$ cat config.mk
export PLATFORM = sky130hd
export DESIGN_NAME = iob_fifo2axis
export DESIGN_NICKNAME = d
export VERILOG_FILES = /design/src/rtl/iob_fifo2axis_buf.sv /design/src/rtl/iob_fifo2axis.sv
export SDC_FILE = /design/constraint.sdc
export NUM_CORES = 1
export LEC_CHECK = 0
export CAP_MARGIN = 20
export CORE_MARGIN = 2
export CORE_UTILIZATION = 40
export CTS_CLUSTER_DIAMETER = 120
export DETAILED_ROUTE_END_ITERATION = 12
export PLACE_DENSITY = 0.61
export SYNTH_ARGS = -nofsm -noshare
export SYNTH_HDL_FRONTEND = slang
export SYNTH_SLANG_ARGS = --single-unit
$ cat constraint.sdc
create_clock -name clk -period 10.6 [get_ports clk]
set_input_delay 3.18 -clock clk [delete_from_list [all_inputs] [get_ports clk]]
set_output_delay 3.18 -clock clk [all_outputs]
set_load 0.02 [all_outputs]
$ cat src/rtl/iob_fifo2axis_buf.sv
// Two-entry circular buffer between the FIFO read port and the stream output.
// The head word is always presented on rdata; occ reports 0..2 stored words.
module iob_fifo2axis_buf #(
  parameter int DATA_W = 32
) (
  input  logic              clk,
  input  logic              rst_n,
  input  logic              wr,
  input  logic [DATA_W-1:0] wdata,
  input  logic              rd,
  output logic [DATA_W-1:0] rdata,
  output logic [1:0]        occ
);

  logic [DATA_W-1:0] mem [2];
  logic              wptr;
  logic              rptr;

  always_ff @(posedge clk or negedge rst_n) begin
    if (!rst_n) begin
      mem[0] <= '0;
      mem[1] <= '0;
      wptr   <= 1'b0;
      rptr   <= 1'b0;
      occ    <= 2'd0;
    end else begin
      if (wr) begin
        mem[wptr] <= wdata;
        wptr      <= ~wptr;
      end
      if (rd) rptr <= ~rptr;
      occ <= occ + {1'b0, wr} - {1'b0, rd};
    end
  end

  assign rdata = mem[rptr];

endmodule

$ cat src/rtl/iob_fifo2axis.sv
// Drains a one-cycle-latency FIFO read port into a valid/ready stream,
// framing beats into packets of len beats with m_tlast on the final beat.
module iob_fifo2axis #(
  parameter int DATA_W = 32,
  parameter int LEN_W  = 16
) (
  input  logic              clk,
  input  logic              rst_n,
  input  logic              en,
  input  logic [LEN_W-1:0]  len,
  input  logic              fifo_empty,
  output logic              fifo_rd,
  input  logic [DATA_W-1:0] fifo_rdata,
  output logic [DATA_W-1:0] m_tdata,
  output logic              m_tvalid,
  input  logic              m_tready,
  output logic              m_tlast,
  output logic              busy
);

  logic             act;
  logic             inflight;
  logic [1:0]       occ;
  logic             pop;
  logic [2:0]       slots_used;
  logic [LEN_W-1:0] len_q;
  logic [LEN_W-1:0] cnt;

  iob_fifo2axis_buf #(.DATA_W(DATA_W)) u_buf (
    .clk   (clk),
    .rst_n (rst_n),
    .wr    (inflight),
    .wdata (fifo_rdata),
    .rd    (pop),
    .rdata (m_tdata),
    .occ   (occ)
  );

  assign pop        = m_tvalid & m_tready;
  // pop implies occ >= 1, so this never underflows
  assign slots_used = {1'b0, occ} + {2'b0, inflight} - {2'b0, pop};
  // act keeps fifo_rd low until the first edge after reset release
  assign fifo_rd    = act & en & ~fifo_empty & (slots_used < 3'd2);
  assign m_tvalid   = (occ != 2'd0);
  assign m_tlast    = m_tvalid & (len_q != '0) & (cnt == len_q - LEN_W'(1));
  assign busy       = (occ != 2'd0) | inflight;

  always_ff @(posedge clk or negedge rst_n) begin
    if (!rst_n) begin
      act      <= 1'b0;
      inflight <= 1'b0;
      len_q    <= '0;
      cnt      <= '0;
    end else begin
      act      <= 1'b1;
      inflight <= fifo_rd;
      // packet length only changes on a packet boundary
      if (cnt == '0) len_q <= len;
      if (pop) cnt <= m_tlast ? '0 : cnt + LEN_W'(1);
    end
  end

endmodule
==> results.sh <==
export IMPL_layout_drive_gt1_share_pct=29.0
export IMPL_syn2layout_area_growth_pct=27.2
export IMPL_tightestPinTransition_ps=875
export IMPL_crit_path_end_kind="output pin"
export IMPL_muxShareOfSynthArea_pct=25.2
export IMPL_synth_top_family_by_area="multiplexers"
export IMPL_setup_viol=0
export IMPL_slew_headroom_pct=41.5
export IMPL_hold_buffers=0
export IMPL_yosysMostFrequentCell="mux2_2"
export IMPL_die_w_microns=116
export IMPL_synthTopCellsByArea="dfrtp_1 (51%), mux2_2 (25%), xor2_1 (3.5%), xnor2_1 (2.8%), ha_1 (1.5%)"
export IMPL_startpoint="m_tready"
export IMPL_synth_seq_area_share_pct=51.0
export IMPL_htree_levels=3
export IMPL_synth_edff_count=0
export IMPL_cts_tree="done"
export IMPL_period_needed_ps=9370
export IMPL_drtPass1Iterations=4
export IMPL_ir_drop_v=0.000151
export IMPL_start_kind="primary input"
export IMPL_maxCapViolations=0
export IMPL_die_y_microns=116
export IMPL_synth_seq_cells=102
export IMPL_hpwl_microns=7530
export IMPL_max_stage_delay_ps=680
export IMPL_drt_iter0_drc=95
export IMPL_detail_route_antenna_nets=0
export IMPL_skew_ps=6.89
export IMPL_syn_inst=399
export IMPL_hold_class="reg2reg"
export IMPL_synthSimpleGateAreaFrac_pct=10.1
export IMPL_grt_max_degree=55
export IMPL_ys_warn_count=0
export IMPL_finalSetupTns_ps=0
export IMPL_post_drt_wl_per_cell_microns=16.4
export IMPL_synth_cell_type_count=48
export IMPL_async_reset_ff_share_pct=100
export IMPL_start_util_pct=41.3
export IMPL_critPathMaxFanout=7
export IMPL_worstPathRequired_ps=7420
export IMPL_synth_compound_area_share_pct=3.07
export IMPL_drt_wl_total_microns=10800
export IMPL_final_area_sq_um=6370
export IMPL_fp_coreArea_sq_um=12100
export IMPL_cts_resized=0
export IMPL_clk_latency_ps=350
export IMPL_critPathKind="in2out"
export IMPL_grt_usage_pct=17.2
export IMPL_insertedDiodeCount=0
export IMPL_syn_area_sq_um=5010
export IMPL_fin_nets=544
export IMPL_min_from="u_buf.mem[7]"
export IMPL_cts_root_buffer="clkbuf_16"
export IMPL_synth_xor_area_share_pct=6.30
export IMPL_power_density_nw_per_um2=303
export IMPL_dpl_cell_area_sq_um=6050
export IMPL_timing_rr_start="u_buf.occ[1]"
export IMPL_rrSetupSlack_ps=7740
export IMPL_crit_chain="clkdlybuf4s50_1, nand2_1, clkinv_1, ha_1, inv_1, ha_1, inv_1, fa_1, inv_1, nor4_1, clkdlybuf4s50_1"
export IMPL_rsz0062_at_grt="false"
export IMPL_pin_count=89
export IMPL_cts_setup_buffers=0
export IMPL_cts_path_max_buffers=2
export IMPL_antenna_found_initial=0
export IMPL_crit_slowest_cell="clkdlybuf4s50_1"
export IMPL_synth_avg_cell_area_sq_um=12.5
export IMPL_gp_congestion=0.913
export IMPL_whs_ps=501
export IMPL_via_per_inst=5.10
export IMPL_vias=3348
export IMPL_worstPathArrival_ps=6190
export IMPL_critical_path_most_common_cell="inv_1"
export IMPL_numPortBuffers=88
export IMPL_fin_util_pct=52.6
export IMPL_drv_slew=0
export IMPL_synthAdderAreaFrac_pct=1.90
export IMPL_synth_top_area_cell="dfrtp_1"
export IMPL_period_share_pct=88.4
export IMPL_fmax_mhz=107
export IMPL_p_total_mw=1.93
export IMPL_path_delay_family="buffers and inverters"
export IMPL_crit_buf_inv=6
export IMPL_grt_pass1_wl_microns=17800
export IMPL_yosys_area_top_type_share_pct=51.0
export IMPL_p_leak_nw=2.65
export IMPL_final_hold_viol_count=0
export IMPL_status="finished clean"
export IMPL_dieArea_sq_um=13400
export IMPL_nFillCells=1115
export IMPL_netlist_top_cells_count="mux2_2 (112), dfrtp_1 (102), nor2_1 (20), xor2_1 (20)"
export IMPL_drc=0
export IMPL_row_count=40
export IMPL_overflow=0
export IMPL_numCtsBuffers=9
export IMPL_clock_sinks=102
export IMPL_grt_pass1_vias=3621
export IMPL_cts_clk_slew_worst_paths_ps=60
export IMPL_synth_nets=459
export IMPL_synthFlopType="dfrtp_1"
kinds of logic after synthesis:
logic type	after synthesis
multiplexers	112
flip-flops	102
adder cells (fa/ha/maj)	7
XOR/XNOR	36
buffers and inverters	29
AO/OA/AOI/OAI	20
AND/OR/NAND/NOR	92
other	1
area by class of cell:
class / count / area, sq um / share of cell area (%)
Timing Repair Buffer: 92 / 908 / 14.3
Clock inverter: 4 / 52.6 / 0.825
Multi-Input combinational cell: 268 / 2340 / 36.7
Inverter: 11 / 41.3 / 0.648
Clock buffer: 12 / 267 / 4.18
Sequential cell: 102 / 2550 / 40.1
Tap cell: 168 / 210 / 3.30
state kept, by name, indices dropped and copies added, names as in the netlist:
| register | cells |
|---|---|
| u_buf.occ | 2 |
| inflight | 1 |
| act | 1 |
| u_buf.wptr | 1 |
| cnt | 16 |
| u_buf.mem | 64 |
| len_q | 16 |
| u_buf.rptr | 1 |
worst reg2reg max path, stage by stage (launching register included):
cell and delay [ps]:
dfrtp_1 430, or2_2 340, nand2_1 240, clkinv_1 270, ha_1 340, inv_1 60, ha_1 130, inv_1 50
fa_1 470, inv_1 50, nor4_1 360
layout by cell type, fill, tap and decap left out, drive strengths merged, types with 2 or more instances in the layout:
master | Yosys | routed
nor2 | 20 | 20
and3 | 6 | 6
buf | 8 | 5
mux2 | 112 | 112
dfrtp | 102 | 102
clkinv | 1 | 3
nand4 | 9 | 9
o21bai | 2 | 2
clkdlybuf4s50 | 0 | 87
or4 | 2 | 2
xor2 | 20 | 20
clkbuf | 10 | 12
a21oi | 3 | 3
nand3 | 6 | 6
ha | 6 | 6
inv | 10 | 11
or3 | 2 | 2
o31ai | 3 | 3
o21ai | 2 | 2
or2 | 2 | 2
xnor2 | 16 | 16
nor4 | 10 | 10
nand2 | 16 | 16
nor3 | 13 | 13
per-layer routing:
| metal | track usage (%) | vias up | wire length (microns) |
|---|---|---|---|
| li1 | - | 1587 | - |
| met1 | 22.2 | 1670 | 4820 |
| met2 | 26.4 | 74 | 5010 |
| met3 | 7.01 | 17 | 797 |
| met4 | 5.71 | 0 | 163 |
| met5 | 0 | - | 0 |
report_power, final:
| part | switching, mW | internal, mW | leakage (nW) | total, mW |
|---|---|---|---|---|
| sequential | 0.142 | 0.560 | 1.24 | 0.702 |
| combinational | 0.396 | 0.483 | 1.25 | 0.879 |
| clock | 0.145 | 0.203 | 0.159 | 0.349 |
worst paths after layout:
kind,endpoint,cells past startpoint
hold reg to reg,u_buf.mem[7],1
setup reg to reg,inflight,10
min in group asynchronous,act,1
setup / recovery,fifo_rd,11
max in group asynchronous,len_q[6],2
hold / removal,u_buf.mem[7],1
stage by stage:
step | setup WS [ps] | instances
finish | 1230 | 657
global route | 952 | 657
CTS | 1220 | 657
detailed placement | 1260 | 641
global placement | 1260 | 641
floorplan | 2080 | 399
Note: power is estimated with default switching activity, not from simulation.
